**src/rtl/systolic_pkg.sv**
```systemverilog
// rtl/systolic_pkg.sv - shared state encoding and sizing helpers for conv_layer_sequencer
package systolic_pkg;

   typedef enum logic [2:0] {
      S_IDLE,
      S_LOAD_W,
      S_COMPUTE,
      S_DRAIN,
      S_DONE
   } seq_state_t;

   // Weight words the weight address controller issues per filter.
   function automatic int wgt_beat_count(int kernel_size, int no_channel);
      return kernel_size * kernel_size * no_channel;
   endfunction

   // Index width never drops below one bit so single-filter/single-tile builds stay legal.
   function automatic int idx_width(int n);
      return (n > 1) ? $clog2(n) : 1;
   endfunction

endpackage

```
**src/rtl/conv_layer_sequencer_if.sv**
```systemverilog
// rtl/conv_layer_sequencer_if.sv - control handshake between the layer sequencer and its address controllers
interface conv_layer_sequencer_if
   import systolic_pkg::*;
#(
   parameter int NO_FILTER = 16,
   parameter int NO_TILE   = 4
);
   localparam int FILTER_W = idx_width(NO_FILTER);
   localparam int TILE_W   = idx_width(NO_TILE);

   logic                start;
   logic                wgt_addr_valid;
   logic                ifm_last;
   logic                wgt_load;
   logic                ifm_load;
   logic                pe_en;
   logic [FILTER_W-1:0] filter_idx;
   logic [TILE_W-1:0]   tile_idx;
   logic                busy;
   logic                done;

   modport master (
      output start, wgt_addr_valid, ifm_last,
      input  wgt_load, ifm_load, pe_en, filter_idx, tile_idx, busy, done
   );

   modport slave (
      input  start, wgt_addr_valid, ifm_last,
      output wgt_load, ifm_load, pe_en, filter_idx, tile_idx, busy, done
   );
endinterface

```
**src/rtl/seq_counter.sv**
```systemverilog
// rtl/seq_counter.sv - up counter with clear/load/enable and a terminal-count flag
module seq_counter #(
   parameter int WIDTH    = 4,
   parameter int TERMINAL = 15
) (
   input  logic             clk,
   input  logic             rst,
   input  logic             clr,
   input  logic             load,
   input  logic [WIDTH-1:0] load_val,
   input  logic             en,
   output logic [WIDTH-1:0] count,
   output logic             tc
);

   always_ff @(posedge clk) begin
      if (rst || clr) begin
         count <= '0;
      end else if (load) begin
         count <= load_val;
      end else if (en) begin
         count <= count + WIDTH'(1);
      end
   end

   assign tc = (count == WIDTH'(TERMINAL));

endmodule

```
**src/rtl/conv_layer_sequencer.sv**
```systemverilog
// rtl/conv_layer_sequencer.sv - per-layer filter/tile sequencer for the systolic array
// Optional busy-cycle counter output cycle_cnt is built when CONV_SEQ_PERF_CNT_EN is defined.
module conv_layer_sequencer
   import systolic_pkg::*;
#(
   parameter int KERNEL_SIZE  = 3,
   parameter int NO_CHANNEL   = 3,
   parameter int NO_FILTER    = 16,
   parameter int NO_TILE      = 4,
   parameter int DRAIN_CYCLES = 8
) (
   input  logic                 clk,
   input  logic                 rst,
`ifdef CONV_SEQ_PERF_CNT_EN
   output logic [31:0]          cycle_cnt,
`endif
   conv_layer_sequencer_if.slave bus
);

   localparam int BEATS    = wgt_beat_count(KERNEL_SIZE, NO_CHANNEL);
   localparam int BEAT_W   = $clog2(BEATS) + 1;
   localparam int DRAIN_W  = $clog2(DRAIN_CYCLES) + 1;
   localparam int FILTER_W = idx_width(NO_FILTER);
   localparam int TILE_W   = idx_width(NO_TILE);

   seq_state_t state;
   logic wgt_load_q, ifm_load_q, pe_en_q, busy_q, done_q;

   logic [BEAT_W-1:0]   beat_cnt;
   logic [DRAIN_W-1:0]  drain_cnt;
   logic [TILE_W-1:0]   tile_cnt;
   logic [FILTER_W-1:0] filter_cnt;
   logic beat_tc, drain_tc, tile_tc, filter_tc;

   logic start_acc, last_beat, enter_drain, drain_end, next_filter;

   assign start_acc   = (state == S_IDLE) && bus.start;
   assign last_beat   = (state == S_LOAD_W) && bus.wgt_addr_valid && beat_tc;
   assign enter_drain = (state == S_COMPUTE) && bus.ifm_last;
   assign drain_end   = (state == S_DRAIN) && drain_tc;
   assign next_filter = drain_end && tile_tc;

   // Beat counter is cleared whenever LOAD_W is entered, so a count of BEATS-1 plus a valid is the last word.
   seq_counter #(.WIDTH(BEAT_W), .TERMINAL(BEATS - 1)) u_beat_cnt (
      .clk(clk), .rst(rst), .clr(start_acc || next_filter), .load(1'b0), .load_val('0),
      .en((state == S_LOAD_W) && bus.wgt_addr_valid && !beat_tc),
      .count(beat_cnt), .tc(beat_tc)
   );

   seq_counter #(.WIDTH(DRAIN_W), .TERMINAL(DRAIN_CYCLES - 1)) u_drain_cnt (
      .clk(clk), .rst(rst), .clr(enter_drain), .load(1'b0), .load_val('0),
      .en((state == S_DRAIN) && !drain_tc),
      .count(drain_cnt), .tc(drain_tc)
   );

   seq_counter #(.WIDTH(TILE_W), .TERMINAL(NO_TILE - 1)) u_tile_cnt (
      .clk(clk), .rst(rst), .clr(start_acc || (next_filter && !filter_tc)), .load(1'b0),
      .load_val('0), .en(drain_end && !tile_tc),
      .count(tile_cnt), .tc(tile_tc)
   );

   seq_counter #(.WIDTH(FILTER_W), .TERMINAL(NO_FILTER - 1)) u_filter_cnt (
      .clk(clk), .rst(rst), .clr(start_acc), .load(1'b0), .load_val('0),
      .en(next_filter && !filter_tc),
      .count(filter_cnt), .tc(filter_tc)
   );

   always_ff @(posedge clk) begin
      if (rst) begin
         state      <= S_IDLE;
         wgt_load_q <= 1'b0;
         ifm_load_q <= 1'b0;
         pe_en_q    <= 1'b0;
         busy_q     <= 1'b0;
         done_q     <= 1'b0;
      end else begin
         case (state)
            S_IDLE: begin
               if (bus.start) begin
                  state      <= S_LOAD_W;
                  wgt_load_q <= 1'b1;
                  busy_q     <= 1'b1;
               end
            end
            S_LOAD_W: begin
               if (last_beat) begin
                  state      <= S_COMPUTE;
                  wgt_load_q <= 1'b0;
                  ifm_load_q <= 1'b1;
                  pe_en_q    <= 1'b1;
               end
            end
            S_COMPUTE: begin
               if (bus.ifm_last) begin
                  state      <= S_DRAIN;
                  ifm_load_q <= 1'b0;
               end
            end
            S_DRAIN: begin
               // Next tile of the same filter reuses the loaded weights, so pe_en stays high.
               if (drain_tc) begin
                  if (!tile_tc) begin
                     state      <= S_COMPUTE;
                     ifm_load_q <= 1'b1;
                  end else if (!filter_tc) begin
                     state      <= S_LOAD_W;
                     wgt_load_q <= 1'b1;
                     pe_en_q    <= 1'b0;
                  end else begin
                     state   <= S_DONE;
                     pe_en_q <= 1'b0;
                     done_q  <= 1'b1;
                  end
               end
            end
            S_DONE: begin
               state  <= S_IDLE;
               done_q <= 1'b0;
               busy_q <= 1'b0;
            end
            default: begin
               state <= S_IDLE;
            end
         endcase
      end
   end

`ifdef CONV_SEQ_PERF_CNT_EN
   always_ff @(posedge clk) begin
      if (rst || start_acc) begin
         cycle_cnt <= '0;
      end else if (busy_q && (cycle_cnt != '1)) begin
         cycle_cnt <= cycle_cnt + 32'd1;
      end
   end
`endif

   assign bus.wgt_load   = wgt_load_q;
   assign bus.ifm_load   = ifm_load_q;
   assign bus.pe_en      = pe_en_q;
   assign bus.busy       = busy_q;
   assign bus.done       = done_q;
   assign bus.filter_idx = filter_cnt;
   assign bus.tile_idx   = tile_cnt;

endmodule
```
**src/flat_wrapper.sv**
```systemverilog
// flat-port wrapper written by rule: the top's interface ports become plain ports
module conv_layer_sequencer_flat import systolic_pkg::*;
#(
   parameter int KERNEL_SIZE  = 3,
   parameter int NO_CHANNEL   = 3,
   parameter int NO_FILTER    = 16,
   parameter int NO_TILE      = 4,
   parameter int DRAIN_CYCLES = 8
)
  (clk, rst, bus_start, bus_wgt_addr_valid, bus_ifm_last, bus_wgt_load, bus_ifm_load, bus_pe_en, bus_filter_idx, bus_tile_idx, bus_busy, bus_done);
  conv_layer_sequencer_if #(.NO_FILTER(NO_FILTER), .NO_TILE(NO_TILE)) bus_i ();
  input  logic clk;
  input  logic rst;
  input wire logic [$bits(bus_i.start)-1:0] bus_start;
  input wire logic [$bits(bus_i.wgt_addr_valid)-1:0] bus_wgt_addr_valid;
  input wire logic [$bits(bus_i.ifm_last)-1:0] bus_ifm_last;
  output wire logic [$bits(bus_i.wgt_load)-1:0] bus_wgt_load;
  output wire logic [$bits(bus_i.ifm_load)-1:0] bus_ifm_load;
  output wire logic [$bits(bus_i.pe_en)-1:0] bus_pe_en;
  output wire logic [$bits(bus_i.filter_idx)-1:0] bus_filter_idx;
  output wire logic [$bits(bus_i.tile_idx)-1:0] bus_tile_idx;
  output wire logic [$bits(bus_i.busy)-1:0] bus_busy;
  output wire logic [$bits(bus_i.done)-1:0] bus_done;
  assign bus_i.start = bus_start;
  assign bus_i.wgt_addr_valid = bus_wgt_addr_valid;
  assign bus_i.ifm_last = bus_ifm_last;
  assign bus_wgt_load = bus_i.wgt_load;
  assign bus_ifm_load = bus_i.ifm_load;
  assign bus_pe_en = bus_i.pe_en;
  assign bus_filter_idx = bus_i.filter_idx;
  assign bus_tile_idx = bus_i.tile_idx;
  assign bus_busy = bus_i.busy;
  assign bus_done = bus_i.done;
  conv_layer_sequencer #(.KERNEL_SIZE(KERNEL_SIZE), .NO_CHANNEL(NO_CHANNEL), .NO_FILTER(NO_FILTER), .NO_TILE(NO_TILE), .DRAIN_CYCLES(DRAIN_CYCLES)) u_core (.clk(clk), .rst(rst), .bus(bus_i));
endmodule
```
**config.mk**
```make
export PLATFORM = sky130hd
export DESIGN_NAME = conv_layer_sequencer_flat
export DESIGN_NICKNAME = d
export VERILOG_FILES = /design/src/rtl/systolic_pkg.sv /design/src/rtl/conv_layer_sequencer_if.sv /design/src/rtl/seq_counter.sv /design/src/rtl/conv_layer_sequencer.sv /design/src/flat_wrapper.sv
export SDC_FILE = /design/constraint.sdc
export NUM_CORES = 1
export LEC_CHECK = 0
export CORE_ASPECT_RATIO = 0.6
export CORE_MARGIN = 2
export CORE_UTILIZATION = 53
export CTS_CLUSTER_DIAMETER = 100
export DETAILED_ROUTE_END_ITERATION = 12
export GPL_TIMING_DRIVEN = 0
export HOLD_SLACK_MARGIN = 0.15
export MAX_ROUTING_LAYER = met4
export PLACE_DENSITY_LB_ADDON = 0.15
export SLEW_MARGIN = 25
export SYNTH_ARGS = -nofsm -noshare
export SYNTH_HDL_FRONTEND = slang
export SYNTH_SLANG_ARGS = --single-unit
```
**constraint.sdc**
```tcl
create_clock -name clk -period 1.78 [get_ports clk]
set_clock_uncertainty 0.15 [all_clocks]
set_input_delay 0.445 -clock clk [delete_from_list [all_inputs] [get_ports clk]]
set_output_delay 0.445 -clock clk [all_outputs]
set_load 0.02 [all_outputs]
```
==> metrics.md, run 1 <==
| Metric | Value |
|---|---|
| Worst EP arrival | `1.83 ns` |
| Startpoint type of the worst setup path | `flop` |
| Initial DRC Count | `96` |
| Highest Clock Rate | `568 MHz` |
| Unrepaired setup endpoints after global routing | `yes` |
| Pin count of the biggest net entering global routing | `14` |
| Final Hold Viols | `0` |
| Tightest Pin Transition | `0.450 ns` |
| Area occupied by multi-input gates | `742 um2` |
| CORE AREA | `0.00211 mm2` |
| IO buf count | `15` |
| Tmin final | `1.76 ns` |
| Register area share after synthesis | `0.415` |
| Initial core utilization | `0.548` |
| Power Density | `706 mW/mm2` |
| Pre-CTS WS | `-0.585 ns` |
| Wl on met1 | `1.43 mm` |
| Post-DP Area | `0.00135 mm2` |
| CP Capture Type | `flop` |
| Critical path type | `flop to flop` |
| Post-route setup TNS | `0 ns` |
| Die Wd | `64.4 um` |
| Vias per cell | `6.03` |
| Fill count | `166` |
| Ports | `16` |
| Skew-Pair Late Insertion Delay | `0.32 ns` |
| Max-cap viol count | `0` |
| Total chip power | `0.00112 W` |
| Global-route wire length before repair | `4.43 mm` |
| Worst slew margin | `0.700` |
| Ant. Diodes | `0` |
| Met3 wire length | `233 um` |
| Post-synthesis cell count | `128` |
| Syn Area/Cell | `9.05 um2` |
| Critical Path RT | `1.85 ns` |
| Clock Path Buffers | `2` |
| Clk slew on worst S/H paths | `0.13 ns` |
| # DRC | `0` |
| Routed WL | `3.25 mm` |
| Tot GR Track Use | `0.239` |
| Max VDD drop | `0.580 mV` |
| Synth Register Bits | `24` |
| Final Max Slew Viols | `0` |
| Number of flops mapped to enable cells by yosys | `0` |
| Sequential cell area | `492 um2` |
| Period utilization | `0.988` |
| Final Setup Violations | `0` |
| Status | `complete, no violations` |
| Cts bufs inserted | `3` |
| Routed vias | `1140` |
| Initial antenna violation count | `0` |
| Number of global-route vias before repair | `996` |
| Layout cells sized above 1 | `0.283` |
| Cts-stage hold buffer count | `0` |
| Die ar. | `0.00259 mm2` |
| DRT Pass-1 Iters | `4` |
| Async set-reset flop share out of synthesis | `0` |
| Wirelength per Cell | `17.2 um` |
| Syn_nets | `138` |
| Library cells used by synthesis | `42` |
| Root Buffer | `clkbuf_4` |
| Leakage power | `0.627 nW` |
| Post-synthesis cell area | `0.00116 mm2` |
| WL met2 | `1.50 mm` |
| Final ANT Viol Nets | `0` |
| TritonCTS clock tree | `built` |
| Worst hold path class | `flop to flop` |
| Crit-path max FO | `5` |
| Clk sink count | `24` |
| Row count | `13` |
| H-Tree Depth | `1` |
| Synthesis Warnings | `0` |
| Area grow syn2layout | `36.6%` |
| Final #Nets | `170` |
| Dominant synthesized flop cell | `dfxtp_1` |
| Top Layer Used | `met4` |
| Final worst slack | `0.0207 ns` |
| Post-route cell area | `0.00158 mm2` |
| Die height | `40.2 um` |
| Gr ovfl total | `0` |
| Final hold slack | `0.327 ns` |
| GP Congestion | `0.800` |
| Post-DP HPWL | `1.90 mm` |
-- state kept, by name, indices dropped and copies added, names as in the netlist --
register	flops
u_core.bus.done	1
u_core.u_filter_cnt.count	4
u_core.bus.busy	1
u_core.state	3
u_core.u_tile_cnt.count	2
u_core.bus.wgt_load	1
u_core.u_drain_cnt.count	4
u_core.bus.ifm_load	1
u_core.u_beat_cnt.count	6
u_core.bus.pe_en	1
-- kinds of logic after synthesis --
group / Yosys count / synth area share
AND/OR/NAND/NOR: 57 / 0.278
AO/OA/AOI/OAI: 24 / 0.148
flip-flops: 24 / 0.415
XOR/XNOR: 8 / 0.0605
buffers and inverters: 8 / 0.0281
adder cells (fa/ha/maj): 5 / 0.0540
multiplexers: 2 / 0.0173
-- cell usage in the layout (no fill, tap or decap), types with 3 or more instances in the layout --
master / netlist / final
dfxtp_1: 24 / 17
nor2_1: 17 / 14
buf_4: 0 / 13
dlygate4sd2_1: 0 / 11
a21oi_1: 6 / 6
dfxtp_2: 0 / 6
nor3_1: 5 / 5
nand2_1: 5 / 5
inv_1: 4 / 4
nand3_1: 4 / 4
xnor2_1: 4 / 4
xor2_1: 4 / 4
a211oi_1: 5 / 4
clkdlybuf4s50_1: 0 / 4
nor2_2: 0 / 3
and3_1: 3 / 3
clkbuf_4: 0 / 3
-- layout make-up --
type / instances / share of cell area
Buffer: 3 / 0.0166
Clock buffer: 4 / 0.0229
Inverter: 4 / 0.00949
Multi-Input combinational cell: 96 / 0.469
Sequential cell: 24 / 0.311
Tap cell: 30 / 0.0237
Timing Repair Buffer: 28 / 0.148
-- metal layers --
layer	vias up	GRT usage
li1	540	-
met1	540	0.298
met2	50	0.383
met3	10	0.0758
met4	0	0.0745
met5	-	-
-- what timing repair did --
action	4_1_cts	5_1_grt
setup buffers	4	9
setup endpoints to repair	22	18
resized for setup	21	25
pin swaps	2	3
gates cloned	0	0
-- Yosys cell counts, types with 2 or more instances --
| cell | count | share of area |
|---|---|---|
| nand3_1 | 4 | 0.017 |
| dfxtp_1 | 24 | 0.41 |
| buf_2 | 2 | 0.0086 |
| clkbuf_1 | 2 | 0.0065 |
| or4_1 | 2 | 0.013 |
| xor2_1 | 4 | 0.030 |
| xnor2_1 | 4 | 0.030 |
| a21oi_1 | 6 | 0.026 |
| mux2i_1 | 2 | 0.017 |
| nand2_1 | 5 | 0.016 |
| o21ai_0 | 2 | 0.0086 |
| nor3_1 | 5 | 0.022 |
| nor2_1 | 17 | 0.055 |
| and3b_1 | 2 | 0.015 |
| nor4_1 | 3 | 0.016 |
| nand4_1 | 2 | 0.011 |
| a211oi_1 | 5 | 0.032 |
| nand3b_1 | 2 | 0.013 |
| ha_1 | 5 | 0.054 |
| inv_1 | 4 | 0.013 |
| or3_1 | 3 | 0.016 |
| and3_1 | 3 | 0.016 |
-- path summary, 6_finish.rpt --
| check | startpoint | end | slack [ns] | cells after the start |
|---|---|---|---|---|
| worst min register to register | u_core.bus.pe_en$_SDFFE_PP0P_ | u_core.bus.pe_en$_SDFFE_PP0P_ | 0.33 | 2 |
| worst min-delay path | u_core.bus.pe_en$_SDFFE_PP0P_ | u_core.bus.pe_en$_SDFFE_PP0P_ | 0.33 | 2 |
| worst max-delay path | u_core.u_tile_cnt.count[0]$_SDFFE_PP0P_ | u_core.u_filter_cnt.count[1]$_SDFFE_PP0P_ | 0.02 | 6 |
| worst max register to register | u_core.u_tile_cnt.count[0]$_SDFFE_PP0P_ | u_core.u_filter_cnt.count[1]$_SDFFE_PP0P_ | 0.02 | 6 |
-- critical path: stages (launching register included) --
cell,delay [ns]
dfxtp_2,0.37
ha_2,0.20
nand4b_1,0.17
buf_4,0.21
nor3_4,0.29
mux2i_1,0.22
nor2_1,0.05
-- report_power, final --
group | internal, W | switching (W) | total, W
registers | 0.000562 | 0.0000276 | 0.000589
clock network | 0.000125 | 0.000169 | 0.000295
logic | 0.000103 | 0.000130 | 0.000233
-- through the flow --
stage / std cells / utilization
3_3_place_gp: 173 / 0.637
4_1_cts: 180 / 0.677
2_1_floorplan: 128 / -
3_5_place_dp: 173 / 0.637
5_1_grt: 189 / 0.749
6_report: 189 / 0.749
Power figures use the tool's default switching activity.
==> run 2, diff against run 1 <==
CORE_ASPECT_RATIO = not set   (was 0.6)
CORE_UTILIZATION = 57   (was 53)
clock period = 2.16 ns   (was 1.78 ns; I/O delays follow)
==> run 2 against run 1 <==
Worst hold slack worse by 0.0059 ns. Critical path type is now flop to output pin. Core utilization decreased by 2.9 points. Register-to-register slack improved by 0.24 ns. Wire length shrank 26%. Largest power group unchanged.
==> metrics.md, run 2 (synthesized netlist as in run 1, its figures left out) <==
| Metric | Value |
|---|---|
| Cts bufs inserted | `3 (unchanged)` |
| Max reg flops | `6 (unchanged)` |
| Final Hold Viols | `0 (unchanged)` |
| H-Tree Depth | `1 (unchanged)` |
| Highest Clock Rate | `485 MHz` |
| Crit-path max FO | `6 (was 5)` |
| Tmin final | `2.06 ns` |
| CP Capture Type | `output pin (was flop)` |
| Final ANT Viol Nets | `0 (unchanged)` |
| IO buf count | `15 (unchanged)` |
| Final worst slack | `0.0969 ns (was 0.0207 ns)` |
| Final Max Slew Viols | `0 (unchanged)` |
| Initial core utilization | `0.597 (was 0.548)` |
| Fill count | `156 (was 166)` |
| Total chip power | `0.000943 W (was 0.00112 W)` |
| Commonest cells after routing, fill and taps aside | `dfxtp_1, nor2_1, clkdlybuf4s50_1 (was dfxtp_1, nor2_1, buf_4)` |
| Final Setup Violations | `0 (unchanged)` |
| Pre-CTS WS | `-0.214 ns (was -0.585 ns)` |
| Reg with most FFs | `u_core.u_beat_cnt.count (unchanged)` |
| GP Congestion | `0.893 (was 0.800)` |
| Initial antenna violation count | `0 (unchanged)` |
| Startpoint type of the worst setup path | `flop (unchanged)` |
| Tightest Pin Transition | `0.541 ns (was 0.450 ns)` |
| CP bufs+invs | `1 (unchanged)` |
| Ports | `16 (unchanged)` |
| HP Start | `u_core.bus.ifm_load$_SDFFE_PP0P_ (was u_core.bus.pe_en$_SDFFE_PP0P_)` |
| Gr ovfl total | `0 (unchanged)` |
| Slowest CP cell | `clkdlybuf4s50_1 (was dfxtp_2)` |
| Worst slew margin | `0.639 (was 0.700)` |
| Vias per cell | `5.89 (was 6.03)` |
| Crit path to | `bus_filter_idx[2] (was u_core.u_filter_cnt.count[1]$_SDFFE_PP0P_)` |
| Number of global-route vias before repair | `959 (was 996)` |
| Global-route wire length before repair | `4.20 mm (was 4.43 mm)` |
| # DRC | `0 (unchanged)` |
| Clk slew on worst S/H paths | `0.13 ns (about the same)` |
| Routed WL | `2.42 mm (was 3.25 mm)` |
| Die height | `49.1 um (was 40.2 um)` |
| Flop-to-flop setup slack | `0.26 ns (was 0.02 ns)` |
| Root Buffer | `clkbuf_4 (unchanged)` |
| Leakage power | `0.510 nW (was 0.627 nW)` |
| Final #Nets | `158 (was 170)` |
| P_sw | `0.000231 W (was 0.000327 W)` |
| Layout cells sized above 1 | `0.0748 (was 0.283)` |
| Die ar. | `0.00241 mm2 (was 0.00259 mm2)` |
| Clock power share | `0.339 (was 0.264)` |
| Flop pwr share | `0.506 (was 0.528)` |
| Worst hold path class | `flop to flop (unchanged)` |
| Critical R2R Launch | `u_core.u_tile_cnt.count[1]$_SDFFE_PP0P_ (was u_core.u_tile_cnt.count[0]$_SDFFE_PP0P_)` |
| Crit-path leading delay family | `buffers and inverters (was simple AND/OR/NAND/NOR gates)` |
| Logic pwr share | `0.155 (was 0.209)` |
| Critical Path RT | `1.47 ns (was 1.85 ns)` |
| Row count | `16 (was 13)` |
| Most common cell after layout, fill and taps aside | `dfxtp_1 (unchanged)` |
| Die Wd | `49.1 um (was 64.4 um)` |
| Max-cap viol count | `0 (unchanged)` |
| Post-route cell area | `0.00140 mm2 (was 0.00158 mm2)` |
| Routed vias | `1024 (was 1140)` |
| Period utilization | `0.955` |
| Area grow syn2layout | `20.5% (was 36.6%)` |
| Pint | `0.000712 W (was 0.000790 W)` |
| Clock Path Buffers | `2 (unchanged)` |
| DRT Pass-1 Iters | `4 (unchanged)` |
| Largest stage delay on the critical path | `0.63 ns (was 0.37 ns)` |
| Skew-Pair Late Insertion Delay | `0.31 ns (was 0.32 ns)` |
| Worst EP arrival | `1.37 ns (was 1.83 ns)` |
| Critical path type | `flop to output pin (was flop to flop)` |
| Clk sink count | `24 (unchanged)` |
| Unrepaired setup endpoints after global routing | `no (was yes)` |
| Initial DRC Count | `26 (was 96)` |
| Pin count of the biggest net entering global routing | `15 (was 14)` |
| Post-DP HPWL | `1.81 mm (was 1.90 mm)` |
| Post-DP Area | `0.00134 mm2 (was 0.00135 mm2)` |
| Max VDD drop | `0.513 mV (was 0.580 mV)` |
| Top Registers | `u_core.u_beat_cnt.count x6, u_core.u_drain_cnt.count x4, u_core.u_filter_cnt.count x4 (unchanged)` |
| Status | `complete, no violations (unchanged)` |
| Post-CTS setup buffers | `0 (was 4)` |
| TritonCTS clock tree | `built (unchanged)` |
| CORE AREA | `0.00194 mm2 (was 0.00211 mm2)` |
| Crit path depth | `1 (was 6)` |
| Sw Ratio | `0.245 (was 0.292)` |
| FF-to-FF path depth | `6 (unchanged)` |
| Wirelength per Cell | `13.9 um (was 17.2 um)` |
| Tot GR Track Use | `0.228 (was 0.239)` |
| Critical R2R Capture | `u_core.u_beat_cnt.count[1]$_SDFFE_PP0P_ (was u_core.u_filter_cnt.count[1]$_SDFFE_PP0P_)` |
| Power Density | `675 mW/mm2 (was 706 mW/mm2)` |
| Worst Setup SP | `u_core.u_filter_cnt.count[2]$_SDFFE_PP0P_ (was u_core.u_tile_cnt.count[0]$_SDFFE_PP0P_)` |
| Ant. Diodes | `0 (unchanged)` |
| CP Cell Sequence | `clkdlybuf4s50_1 (was ha_2 -> nand4b_1 -> buf_4 -> nor3_4 -> mux2i_1 -> nor2_1)` |
[run 2: power by group through the flow]
stage	clock (W)	sequential, W	combinational, W
finish	0.000320	0.000477	0.000146
global route	0.000337	0.000479	0.000160
CTS	0.000327	0.000477	0.000145
detailed placement	0	0.000487	0.000144
global placement	0	0.000486	0.000139
floorplan	0	0.000494	0.0000872
[run 2: worst min path at each step]
stage                                              end  slack [ns]  depth (start not counted)
2_1_floorplan  u_core.u_beat_cnt.count[2]$_SDFFE_PP0P_        0.32                          2
3_3_place_gp          u_core.bus.ifm_load$_SDFFE_PP0P_        0.29                          2
3_5_place_dp          u_core.bus.ifm_load$_SDFFE_PP0P_        0.30                          2
4_1_cts               u_core.bus.ifm_load$_SDFFE_PP0P_        0.33                          2
5_1_grt                  u_core.bus.pe_en$_SDFFE_PP0P_        0.33                          2
6_report              u_core.bus.ifm_load$_SDFFE_PP0P_        0.32                          2
[run 2: metrics by stage]
stage,hold WS [ns],utilization,cells,TNS [ns]
2_1_floorplan,0.315,-,128,0
3_3_place_gp,0.290,0.691,170,-0.974
3_5_place_dp,0.305,0.691,170,-1.10
4_1_cts,0.326,0.718,174,0
5_1_grt,0.334,0.719,174,0
6_report,0.321,0.719,174,0
[run 2: final cells by class]
cell class              instances  area [um2]  share of cell area
plain buffers                   4        17.5              0.0125
clock buffers                   3        22.5              0.0161
clock inverters                 1        30.0              0.0215
inverters                       4        15.0              0.0108
multi-input cells              96         647               0.463
flip-flops and latches         24         480               0.344
well taps                      27        33.8              0.0242
repair buffers                 15         150               0.108
[run 2: metal layers]
layer  vias up  routed length (um)  track usage
met3         2                 103       0.0460
met4         0                  12       0.0714
met5         -                   0            -
met2        19                1160        0.369
met1       493                1140        0.285
li1        510                   -            -
[run 2: what timing repair did]
| item | in CTS | in global routing |
|---|---|---|
| hold buffers | 0 | 0 |
| endpoints found under the setup margin | 0 | 3 |
| resized for setup | 0 | 1 |
==> run 3, diff against run 2 <==
CORE_UTILIZATION = 63   (was 57)
DONT_BUFFER_PORTS = 1   (was not set)
GPL_TIMING_DRIVEN = not set   (was 0)
==> run 3 against run 2 <==
Setup slack gained 0.19 ns. Via count shrank 6.3%. Largest cell class unchanged. Clock power shrank 26%. Sequential cell count is the same. Sequential share of layout area grew 4.3 points. Wire length shrank 3.8%.
==> metrics.md, run 3 (synthesized netlist as in run 1, its figures left out) <==
| Metric | Value |
|---|---|
| Pin count of the biggest net entering global routing | `14 (was 15)` |
| Tot GR Track Use | `0.241 (was 0.228)` |
| Clk slew on worst S/H paths | `0.13 ns (about the same)` |
| Final Setup Violations | `0 (unchanged)` |
| Ports | `16 (unchanged)` |
| Final Hold Viols | `0 (unchanged)` |
| CP Cell Sequence | `nand4b_1 -> nor3_2 -> mux2i_1 -> nor2_1 (was clkdlybuf4s50_1)` |
| Crit-path max FO | `12 (was 6)` |
| Die ar. | `0.00220 mm2 (was 0.00241 mm2)` |
| Status | `complete, no violations (unchanged)` |
| Max-cap viol count | `0 (unchanged)` |
| Critical Path RT | `2.22 ns (was 1.47 ns)` |
| IO buf count | `0 (was 15)` |
| Root Buffer | `clkbuf_4 (unchanged)` |
| Reg with most FFs | `u_core.u_beat_cnt.count (unchanged)` |
| Initial core utilization | `0.671 (was 0.597)` |
| Max reg flops | `6 (unchanged)` |
| Die Wd | `46.9 um (was 49.1 um)` |
| Max VDD drop | `0.486 mV (was 0.513 mV)` |
| Vias per cell | `6.11 (was 5.89)` |
| Crit-path leading delay family | `simple AND/OR/NAND/NOR gates (was buffers and inverters)` |
| Startpoint type of the worst setup path | `flop (unchanged)` |
| Tmin final | `1.88 ns (was 2.06 ns)` |
| Post-CTS resize count | `0 (unchanged)` |
| Finished Core Util | `0.719 (about the same)` |
| DRT Pass-1 Iters | `4 (unchanged)` |
| Final #Nets | `143 (was 158)` |
| CORE AREA | `0.00173 mm2 (was 0.00194 mm2)` |
| Power Density | `674 mW/mm2 (was 675 mW/mm2)` |
| Sequential cell area | `480 um2 (unchanged)` |
| Highest Clock Rate | `533 MHz (was 485 MHz)` |
| Cts bufs inserted | `3 (unchanged)` |
| Routed vias | `960 (was 1024)` |
| Area grow syn2layout | `7.13% (was 20.5%)` |
| Final Max Slew Viols | `0 (unchanged)` |
| Initial DRC Count | `22 (was 26)` |
| Critical path type | `flop to flop (was flop to output pin)` |
| Area occupied by multi-input gates | `646 um2 (was 647 um2)` |
| Routed WL | `2.32 mm (was 2.42 mm)` |
| Post-CTS setup buffers | `0 (unchanged)` |
| Tightest Pin Transition | `0.488 ns (was 0.541 ns)` |
| Worst EP arrival | `1.94 ns (was 1.37 ns)` |
| Worst slew margin | `0.666 (was 0.639)` |
| CP Capture Type | `flop (was output pin)` |
| Row count | `15 (was 16)` |
| Skew-Pair Late Insertion Delay | `0.31 ns (about the same)` |
| GP Congestion | `0.856 (was 0.893)` |
| Unrepaired setup endpoints after global routing | `no (unchanged)` |
| Layout cells sized above 1 | `0.0909 (was 0.0748)` |
| Commonest cells after routing, fill and taps aside | `dfxtp_1, nor2_1, a21oi_1 (was dfxtp_1, nor2_1, clkdlybuf4s50_1)` |
| Die height | `46.9 um (was 49.1 um)` |
| # DRC | `0 (unchanged)` |
| Fill count | `150 (was 156)` |
| Clock Path Buffers | `2 (unchanged)` |
| Slowest CP cell | `dfxtp_1 (was clkdlybuf4s50_1)` |
| Leakage power | `0.456 nW (was 0.510 nW)` |
| Number of global-route vias before repair | `855 (was 959)` |
| Period utilization | `0.869 (was 0.955)` |
| Most common cell after layout, fill and taps aside | `dfxtp_1 (unchanged)` |
| Post-DP HPWL | `1.77 mm (was 1.81 mm)` |
| Final ANT Viol Nets | `0 (unchanged)` |
| Initial antenna violation count | `0 (unchanged)` |
| Gr ovfl total | `0 (unchanged)` |
| Post-route setup TNS | `0 ns (unchanged)` |
| Wirelength per Cell | `14.8 um (was 13.9 um)` |
| Clk sink count | `24 (unchanged)` |
| Global-route wire length before repair | `3.59 mm (was 4.20 mm)` |
| Top Registers | `u_core.u_beat_cnt.count x6, u_core.u_drain_cnt.count x4, u_core.u_filter_cnt.count x4 (unchanged)` |
| Worst hold path class | `input port to flop (was flop to flop)` |
| Ant. Diodes | `0 (unchanged)` |
| Largest stage delay on the critical path | `0.56 ns (was 0.63 ns)` |
| TritonCTS clock tree | `built (unchanged)` |
| H-Tree Depth | `1 (unchanged)` |
| Cts-stage hold buffer count | `1 (was 0)` |
| CP bufs+invs | `0 (was 1)` |
## run 3: cell count changes in the layout (fill, tap and decap cells not counted), moves of 2 or more
cell	previous run	this run
clkbuf_1	2	0
clkdlybuf4s50_1	15	0
buf_2	2	0
buf_4	0	3
## run 3: worst paths after layout
check | start | end | slack [ns] | cells past startpoint
worst min register to register | u_core.u_beat_cnt.count[2]$_SDFFE_PP0P_ | u_core.u_beat_cnt.count[2]$_SDFFE_PP0P_ | 0.37 | 2
worst max-delay path | u_core.state[1]$_SDFFE_PP0P_ | u_core.u_filter_cnt.count[1]$_SDFFE_PP0P_ | 0.28 | 4
worst max register to register | u_core.state[1]$_SDFFE_PP0P_ | u_core.u_filter_cnt.count[1]$_SDFFE_PP0P_ | 0.28 | 4
worst min-delay path | rst | u_core.bus.ifm_load$_SDFFE_PP0P_ | 0.23 | 3
## run 3: stage by stage
stage	area, um2	power (W)	std cells	hold slack, ns	worst slack (ns)
finish	1240	0.000837	157	0.231	0.284
floorplan	1160	0.000582	128	0.315	0.406
global route	1240	0.000874	157	0.225	0.227
CTS	1240	0.000841	157	0.231	0.313
detailed placement	1190	0.000604	152	0.345	0.323
global placement	1190	0.000601	152	0.336	0.389
## run 3: worst reg2reg max path, delay by kind of cell (launching register included)
| kind | cells | cell delay [ns] |
|---|---|---|
| DFF | 1 | 0.56 |
| muxes | 1 | 0.25 |
| and+or+nand+nor | 3 | 0.81 |
## run 3: routing by layer
| layer | vias to the layer above | track usage | wire length, um |
|---|---|---|---|
| met5 | - | - | 0 |
| met4 | 0 | 0.100 | 48 |
| met3 | 8 | 0.0462 | 116 |
| met2 | 28 | 0.389 | 1140 |
| met1 | 441 | 0.294 | 1020 |
| li1 | 483 | - | - |
## run 3: layout make-up
type	count	area share
multi-input cells	96	0.520
flip-flops and latches	24	0.387
clock buffers	4	0.0292
repair buffers	4	0.0262
well taps	25	0.0252
inverters	4	0.0121
## run 3: power breakdown
part	internal, W	switching, W	total [W]
sequential	0.000461	0.0000352	0.000496
combinational	0.0000450	0.0000571	0.000102
clock	0.000103	0.000135	0.000238
